File: src/rtl/norm_arbiter.sv
// rtl/norm_arbiter.sv - round-robin sharing of one zero_count normalizer with in-order, credit-protected responses
module norm_arbiter #(
  parameter int NUM_REQ = 2,
  parameter int ID_W    = 1,
  parameter int WIDTH   = 24,
  parameter int WIDTHR  = 5,
  parameter int LATENCY = 1,
  parameter int DEPTH   = 4
) (
  input  logic                     clock,
  input  logic                     reset_n,
  input  logic [NUM_REQ-1:0]       req_valid,
  output logic [NUM_REQ-1:0]       req_ready,
  input  logic [NUM_REQ*WIDTH-1:0] req_data,
  output logic [WIDTH-1:0]         zc_data,
  input  logic [WIDTHR-1:0]        zc_distance,
  input  logic [WIDTH-1:0]         zc_result,
  output logic                     rsp_valid,
  input  logic                     rsp_ready,
  output logic [ID_W-1:0]          rsp_id,
  output logic [WIDTHR-1:0]        rsp_distance,
  output logic [WIDTH-1:0]         rsp_result,
  output logic                     rsp_zero
);

  localparam int AW = $clog2(DEPTH);
  localparam int CW = AW + 1;
  localparam int EW = ID_W + WIDTHR + WIDTH + 1;

  logic [ID_W-1:0]    r_ptr;
  logic [WIDTH-1:0]   r_zc_data;
  logic [LATENCY:0]   r_tag_v;
  logic [LATENCY:0]   r_tag_zero;
  logic [ID_W-1:0]    r_tag_id [LATENCY+1];
  logic [EW-1:0]      r_mem [DEPTH];
  logic [AW-1:0]      r_wr_ptr;
  logic [AW-1:0]      r_rd_ptr;
  logic [CW-1:0]      r_count;
  logic [CW-1:0]      r_credit;

  logic [NUM_REQ-1:0] w_grant;
  logic [ID_W-1:0]    w_gnt_id;
  logic [ID_W-1:0]    w_idx;
  logic [ID_W-1:0]    w_ptr_next;
  logic [WIDTH-1:0]   w_gnt_data;
  logic               w_credit_ok;
  logic               w_issue;
  logic               w_push;
  logic               w_pop;
  logic [CW-1:0]      w_in_flight;

  // credit counts every op from grant until it leaves the FIFO, so a push can never find it full
  assign w_credit_ok = r_credit < CW'(DEPTH);

  // scanning from the far end lets the requester closest to the pointer win by overwriting
  always_comb begin
    w_grant  = '0;
    w_gnt_id = '0;
    w_idx    = '0;
    if (w_credit_ok) begin
      for (int i = NUM_REQ - 1; i >= 0; i--) begin
        w_idx = ID_W'((int'(r_ptr) + i) % NUM_REQ);
        if (req_valid[w_idx]) begin
          w_grant        = '0;
          w_grant[w_idx] = 1'b1;
          w_gnt_id       = w_idx;
        end
      end
    end
  end

  assign req_ready  = w_grant;
  assign w_issue    = |w_grant;
  assign w_gnt_data = req_data[w_gnt_id*WIDTH +: WIDTH];
  assign w_ptr_next = (int'(w_gnt_id) == NUM_REQ - 1) ? '0 : w_gnt_id + 1'b1;
  assign zc_data    = r_zc_data;

  always_ff @(posedge clock or negedge reset_n) begin
    if (!reset_n) begin
      r_ptr      <= '0;
      r_zc_data  <= '0;
      r_tag_v    <= '0;
      r_tag_zero <= '0;
      for (int s = 0; s <= LATENCY; s++) r_tag_id[s] <= '0;
    end else begin
      if (w_issue) begin
        r_ptr     <= w_ptr_next;
        r_zc_data <= w_gnt_data;
      end
      for (int s = LATENCY; s > 0; s--) begin
        r_tag_v[s]    <= r_tag_v[s-1];
        r_tag_zero[s] <= r_tag_zero[s-1];
        r_tag_id[s]   <= r_tag_id[s-1];
      end
      r_tag_v[0]    <= w_issue;
      r_tag_zero[0] <= (w_gnt_data == '0);
      r_tag_id[0]   <= w_gnt_id;
    end
  end

  // the last tag stage lines up with the unit's output for the same operand
  assign w_push    = r_tag_v[LATENCY];
  assign rsp_valid = (r_count != '0);
  assign w_pop     = rsp_valid & rsp_ready;

  always_ff @(posedge clock or negedge reset_n) begin
    if (!reset_n) begin
      r_wr_ptr <= '0;
      r_rd_ptr <= '0;
      r_count  <= '0;
      r_credit <= '0;
      for (int e = 0; e < DEPTH; e++) r_mem[e] <= '0;
    end else begin
      if (w_push) begin
        r_mem[r_wr_ptr] <= {r_tag_id[LATENCY], zc_distance, zc_result, r_tag_zero[LATENCY]};
        r_wr_ptr        <= r_wr_ptr + 1'b1;
      end
      if (w_pop) r_rd_ptr <= r_rd_ptr + 1'b1;
      r_count  <= r_count + CW'(w_push) - CW'(w_pop);
      r_credit <= r_credit + CW'(w_issue) - CW'(w_pop);
    end
  end

  assign {rsp_id, rsp_distance, rsp_result, rsp_zero} = r_mem[r_rd_ptr];

  assign w_in_flight = CW'($countones(r_tag_v));

  a_grant_onehot0: assert property (@(posedge clock) disable iff (!reset_n) $onehot0(req_ready));
  a_no_push_full:  assert property (@(posedge clock) disable iff (!reset_n) w_push |-> (r_count != CW'(DEPTH)));
  a_no_pop_empty:  assert property (@(posedge clock) disable iff (!reset_n) w_pop |-> (r_count != '0));
  a_credit_bound:  assert property (@(posedge clock) disable iff (!reset_n)
                                    ((w_in_flight + r_count) == r_credit) && (r_credit <= CW'(DEPTH)));

endmodule
File: config.mk
export PLATFORM = sky130hd
export DESIGN_NAME = norm_arbiter
export DESIGN_NICKNAME = d
export VERILOG_FILES = /design/src/rtl/norm_arbiter.sv
export SDC_FILE = /design/constraint.sdc
export NUM_CORES = 1
export LEC_CHECK = 0
export CELL_PAD_IN_SITES_DETAIL_PLACEMENT = 1
export CELL_PAD_IN_SITES_GLOBAL_PLACEMENT = 1
export CORE_AREA = 2 2 129 131
export DETAILED_ROUTE_END_ITERATION = 8
export DIE_AREA = 0 0 131 133
export GPL_ROUTABILITY_DRIVEN = 0
export PLACE_DENSITY_LB_ADDON = 0.1
export SETUP_SLACK_MARGIN = 0.15
export SYNTH_ARGS = -nofsm -noshare
export SYNTH_HDL_FRONTEND = slang
export SYNTH_SLANG_ARGS = --single-unit
export TNS_END_PERCENT = 100
File: constraint.sdc
create_clock -name clock -period 6.3 [get_ports clock]
set_input_delay 1.26 -clock clock [delete_from_list [all_inputs] [get_ports clock]]
set_output_delay 1.26 -clock clock [all_outputs]
set_load 0.01 [all_outputs]
==> qor.csv, run 1 <==
metric;value;unit
cell row count;47;
Starting DRT DRC Count;166;
Post-Route WL;16400;um
Root Driver;clkbuf_16;
io pins;140;
hpwl dp;11000;um
Initial Util;45.0;%
register area share after synthesis;56.7;%
Tot GR Track Use;20.4;%
# hold bufs at CTS;0;
number of global-route vias before repair;5193;
Num CTS Buffers;17;
Vias;4474;
class of the worst hold path;flop to flop;
Worst EP required;5.04;ns
Worst-Skew Late Latency;0.42;ns
R2R cell count;8;
setup_tns;0;ns
slew of the pin with the lowest slew margin;0.968;ns
first-pass GRT wire length;27000;um
Diodes inserted;0;
final instance area;9410;sq um
clk buf depth;2;
Slew HR;35.3;%
Seq pwr share;38.0;%
drt via density;5.26;
clock sink total;165;
final hold violations;0;
Synthesis Warnings;0;
Cells after Synth;484;
synth-to-layout area growth;29.3;%
Nets;709;
HP Start;r_tag_zero[0];
Worst Path Max Fanout;3;
slowest stage cell, crit path;clkdlybuf4s50_1;
Critical R2R Launch;r_count[1];
startpoint class of the critical path;input port;
max incr delay on CP;0.57;ns
Post-CTS Resized;0;
Cell Int Power;3.49;mW
Pwr Total;5.08;mW
fin. max-slew vios;0;
switching share of power;31.3;%
Mapped Area;7280;sq um
postcts setup bufs;0;
synthesized flop and latch total;165;
CTS tree;yes;
WHS Endpoint;r_tag_zero[1];
maximum VDD drop;238;uV
Sw Pwr;1.59;mW
fmax;248;MHz
crit path DAT;2.77;ns
Reg2Reg Capture Point;r_credit[2];
placement-stage cell area;8830;sq um
combinational power share;42.2;%
Lkg Pwr;4.03;nW
clk_skew;0.00800;ns
Die Area;17400;sq um
die height;133;um
WL per Instance;19.3;um
status;finished clean;
period utilization;64.0;%
total grt overflow;0;
synthesized net count;576;
drt pass-1 iters;4;
DRC errors left;0;
Netlist cell types;28;
power per cell area;540;nW/um^2
share of cells above drive strength 1;31.7;%
core area;16200;sq um
setup violators final;0;
type of the worst setup path;input port to output port;
unrepaired setup endpoints after global routing;no;
Die W;131;um
worst path cell trace;clkdlybuf4s50_1 -> inv_1 -> a211o_1 -> inv_1 -> clkdlybuf4s50_1;
port bufs;139;
Max-cap violations;0;
CTS clk-pin slew, worst paths;0.06;ns
initial antenna violation count;0;
fin crit period;4.03;ns
CP endpoint kind;output port;
R2R setup slack;3.98;ns
Post-DRT Antenna Nets;0;
Clock power frac;19.8;%
hold path cells;0;
slack of the critical path;2.27;ns
Post-Place Worst Slack;2.27;ns
pin count of the biggest net entering global routing;103;
Post-Syn Area per Cell;15.0;sq um
CTS H-tree lvls;4;
-- cells in the final DEF, fill, tap and decap left out, types with 2 or more instances in the layout --
cell	n
clkbuf_16	17
clkinv_4	5
xor2_1	3
nand2_1	27
mux4_2	31
xnor2_1	4
clkdlybuf4s50_1	138
buf_4	4
clkbuf_8	2
nand4_1	2
nor4_1	12
mux2i_1	24
o21ai_0	27
dfrtp_2	2
inv_1	13
clkinvlp_4	3
nand2_2	4
mux2_2	124
dfrtp_1	163
fa_1	2
inv_6	3
ha_1	8
-- critical path: cells and delay by family --
kind                   cells  cell delay (ns)
AO/OA/AOI/OAI              1             0.26
buffers and inverters      4             1.25
-- through the flow --
stage               std cells  hold WS (ns)  utilization, %
finish                    850         0.354            58.2
global route              850         0.373            58.2
CTS                       850         0.356            58.2
detailed placement        818         0.341            54.6
global placement          818         0.335            54.6
floorplan                 484         0.331               -
-- kinds of logic after synthesis --
| kind of cell | Yosys count | synth area share [%] |
|---|---|---|
| simple gates | 50 | 3.28 |
| flops | 165 | 56.7 |
| xor+xnor | 7 | 0.842 |
| fa+ha+maj | 10 | 1.93 |
| buf+inv | 42 | 2.87 |
| mux | 179 | 32.1 |
| compound gates | 31 | 2.27 |
-- flip-flops by register name (all words and copies together) (netlist names) --
name        count
r_tag_zero      2
zc_data        24
r_tag_v         2
r_wr_ptr        2
r_mem         124
r_ptr           1
r_count         3
r_tag_id        2
r_rd_ptr        2
r_credit        3
-- routing by layer --
metal	vias up	global-route usage, %	routed length, um
met3	18	6.39	885
met1	2339	24.8	6900
met4	0	6.21	244
li1	2019	-	-
met2	98	34.8	8400
met5	-	0	0
-- how the worst max path moves through the flow --
stage	startpoint	endpoint	slack, ns	depth (start not counted)
6_report	req_valid[1]	req_ready[1]	2.27	5
2_1_floorplan	req_valid[0]	req_ready[1]	3.04	5
3_3_place_gp	req_valid[1]	req_ready[1]	2.27	5
3_5_place_dp	req_valid[1]	req_ready[1]	2.27	5
4_1_cts	req_valid[1]	req_ready[1]	2.26	5
5_1_grt	r_rd_ptr[0]	rsp_result[6]	2.18	3
-- cell usage after synthesis --
library cell,instances,area share (%)
nand2b_1,1,0.086
xor2_1,3,0.36
buf_6,3,0.46
a211o_1,1,0.12
o21bai_1,1,0.10
dfrtp_1,165,57
o21ai_2,1,0.12
nand2_1,31,1.6
mux2i_1,24,3.3
clkbuf_1,5,0.26
or3_1,1,0.086
xnor2_1,4,0.48
nand4_1,2,0.17
or3_4,1,0.15
buf_1,2,0.10
o21ai_0,27,1.9
clkbuf_2,1,0.069
inv_1,13,0.67
fa_1,2,0.55
and2_1,1,0.086
nand3_1,1,0.069
mux4_2,31,9.6
buf_4,2,0.21
nor4_1,12,1.0
a21oi_1,1,0.069
mux2_2,124,19
ha_1,8,1.4
buf_2,16,1.1
-- power groups by stage --
stage	clock network, mW	logic, mW	registers, mW
detailed placement	0	2.19	1.95
global route	1.08	2.33	2.00
floorplan	0	1.36	1.81
CTS	1.03	2.19	1.94
global placement	0	2.12	1.90
finish	1.01	2.14	1.93
-- area by class of cell --
| cell class | count | area [sq um] |
|---|---|---|
| Multi-Input combinational cell | 277 | 2950 |
| Sequential cell | 165 | 4130 |
| Clock inverter | 12 | 123 |
| Timing Repair Buffer | 143 | 1420 |
| Inverter | 13 | 48.8 |
| Clock buffer | 20 | 457 |
| Tap cell | 220 | 275 |
| Fill cell | 1539 | 6760 |
Note: power is estimated with default switching activity, not from simulation.
==> run 2, diff against run 1 <==
--- a/config.mk
+++ b/config.mk
@@ -7,9 +7,9 @@
 export LEC_CHECK = 0
 export CELL_PAD_IN_SITES_DETAIL_PLACEMENT = 1
 export CELL_PAD_IN_SITES_GLOBAL_PLACEMENT = 1
-export CORE_AREA = 2 2 129 131
+export CORE_AREA = 2 2 140 142
 export DETAILED_ROUTE_END_ITERATION = 8
-export DIE_AREA = 0 0 131 133
+export DIE_AREA = 0 0 142 144
 export GPL_ROUTABILITY_DRIVEN = 0
 export PLACE_DENSITY_LB_ADDON = 0.1
 export SETUP_SLACK_MARGIN = 0.15
==> constraint.sdc (replaced) <==
create_clock -name clock -period 3.7 [get_ports clock]
set_input_delay 0.74 -clock clock [delete_from_list [all_inputs] [get_ports clock]]
set_output_delay 0.74 -clock clock [all_outputs]
set_load 0.01 [all_outputs]
==> qor.csv, run 2 (synthesis results as in run 1) <==
metric;value;unit;change
fin. max-slew vios;0;;unchanged
clock sink total;165;;unchanged
Starting DRT DRC Count;87;;was 166
class of the worst hold path;flop to flop;;unchanged
Die Area;20400;sq um;was 17400 sq um
slew of the pin with the lowest slew margin;1.01;ns;was 0.968 ns
DRC errors left;0;;unchanged
Lkg Pwr;4.05;nW;was 4.03 nW
Worst EP required;2.96;ns;was 5.04 ns
combinational power share;43.2;%;was 42.2%
synth-to-layout area growth;30.2;%;was 29.3%
crit path DAT;2.44;ns;was 2.77 ns
setup violators final;0;;unchanged
Diodes inserted;0;;unchanged
Max-cap violations;0;;unchanged
pin count of the biggest net entering global routing;80;;was 103
unrepaired setup endpoints after global routing;no;;unchanged
Post-DRT Antenna Nets;0;;unchanged
CP startpoint;r_rd_ptr[0];;was req_valid[1]
Post-CTS Resized;0;;unchanged
Post-Route WL;17300;um;was 16400 um
# hold bufs at CTS;0;;unchanged
Initial Util;38.1;%;was 45.0%
hpwl dp;11600;um;was 11000 um
Slew HR;32.2;%;was 35.3%
first-pass GRT wire length;27600;um;was 27000 um
final hold violations;0;;unchanged
fmax;314;MHz;
Sw Pwr;2.76;mW;was 1.59 mW
startpoint class of the critical path;flop;;was input port
cell row count;51;;was 47
Nets;712;;was 709
io pins;140;;unchanged
Reg2Reg Capture Point;r_count[2];;was r_credit[2]
Seq pwr share;37.0;%;was 38.0%
Die W;142;um;was 131 um
R2R setup slack;1.37;ns;was 3.98 ns
Root Driver;clkbuf_16;;unchanged
final instance area;9480;sq um;was 9410 sq um
max reg flops;124;;unchanged
commonest non-fill, non-tap cell in the layout;dfrtp_1;;unchanged
fin crit period;3.18;ns;
maximum VDD drop;400;uV;was 238 uV
drt pass-1 iters;4;;unchanged
total grt overflow;0;;unchanged
period utilization;86.1;%;
Worst Path Max Fanout;22;;was 3
number of global-route vias before repair;5125;;was 5193
Num CTS Buffers;17;;unchanged
Worst-Skew Late Latency;0.43;ns;was 0.42 ns
die height;144;um;was 133 um
initial antenna violation count;1;;was 0
Worst setup endpoint;rsp_id;;was req_ready[1]
Cell Int Power;5.98;mW;was 3.49 mW
R2R cell count;9;;was 8
placement-stage cell area;8900;sq um;was 8830 sq um
Pwr Total;8.74;mW;was 5.08 mW
WL per Instance;19.8;um;was 19.3 um
power per cell area;923;nW/um^2;was 540 nW/um^2
type of the worst setup path;flop to output port;;was input port to output port
Tot GR Track Use;17.9;%;was 20.4%
largest register by flop count;r_mem;;unchanged
CTS tree;yes;;unchanged
switching share of power;31.6;%;was 31.3%
clk_skew;0.0151;ns;was 0.00800 ns
port bufs;139;;unchanged
setup_tns;0;ns;unchanged
Vias;4498;;was 4474
Critical R2R Launch;r_count[1];;unchanged
Clock power frac;19.7;%;was 19.8%
postcts setup bufs;0;;unchanged
core area;19100;sq um;was 16200 sq um
CTS H-tree lvls;4;;unchanged
status;finished clean;;unchanged
CP endpoint kind;output port;;unchanged
commonest cells after routing, fill and taps aside;dfrtp_1 (163), clkdlybuf4s50_1 (138), mux2_2 (124);;unchanged
clk buf depth;2;;unchanged
share of cells above drive strength 1;32.1;%;was 31.7%
drt via density;5.16;;was 5.26
CTS clk-pin slew, worst paths;0.06;ns;about the same
## run 2: cell types whose count changed in the layout (fill, tap and decap cells not counted)
cell / previous run / this run
inv_6: 3 / 5
clkinvlp_4: 3 / 4
clkinv_4: 5 / 1
buf_12: 0 / 2
clkinv_2: 0 / 1
buf_4: 4 / 5
## run 2: metal layers
layer	up-vias	wire length [um]	global-route usage, %
li1	2025	-	-
met1	2361	7520	21.8
met2	99	8560	30.3
met3	13	987	6.09
met4	0	191	4.95
met5	-	0	0
## run 2: worst max-delay path, cell delays in order (launching register included)
cell	delay (ns)
dfrtp_2	0.67
buf_12	0.29
mux4_2	0.52
clkdlybuf4s50_1	0.53
## run 2: power by group through the flow
stage	combinational, mW	sequential, mW	clock, mW
2_1_floorplan	2.31	3.08	0
3_3_place_gp	3.73	3.18	0
3_5_place_dp	3.85	3.27	0
4_1_cts	3.87	3.24	1.77
5_1_grt	4.10	3.36	1.86
6_report	3.78	3.24	1.72
## run 2: metrics by stage
stage	setup WS (ns)	utilization [%]	std cells	hold slack (ns)
floorplan	1.29	-	484	0.331
global placement	0.727	46.7	839	0.335
detailed placement	0.714	46.7	839	0.343
CTS	0.457	49.7	871	0.354
global route	0.384	49.7	871	0.359
finish	0.516	49.7	871	0.351
## run 2: worst min path at each step
stage / cells after the start / from / endpoint / slack, ns
finish: 0 / r_tag_v[0] / r_tag_v[1] / 0.35
global route: 0 / r_tag_v[0] / r_tag_v[1] / 0.36
CTS: 0 / r_tag_zero[0] / r_tag_zero[1] / 0.35
detailed placement: 0 / r_tag_v[0] / r_tag_v[1] / 0.34
global placement: 0 / r_tag_v[0] / r_tag_v[1] / 0.33
floorplan: 0 / r_tag_id[1] / r_tag_id[0] / 0.33
## run 2: layout make-up
cell class / count / area [sq um]
Timing Repair Buffer: 146 / 1470
Fill cell: 1879 / 9600
Multi-Input combinational cell: 277 / 2950
Tap cell: 238 / 298
Clock inverter: 12 / 118
Clock buffer: 20 / 457
Inverter: 13 / 48.8
Sequential cell: 165 / 4130
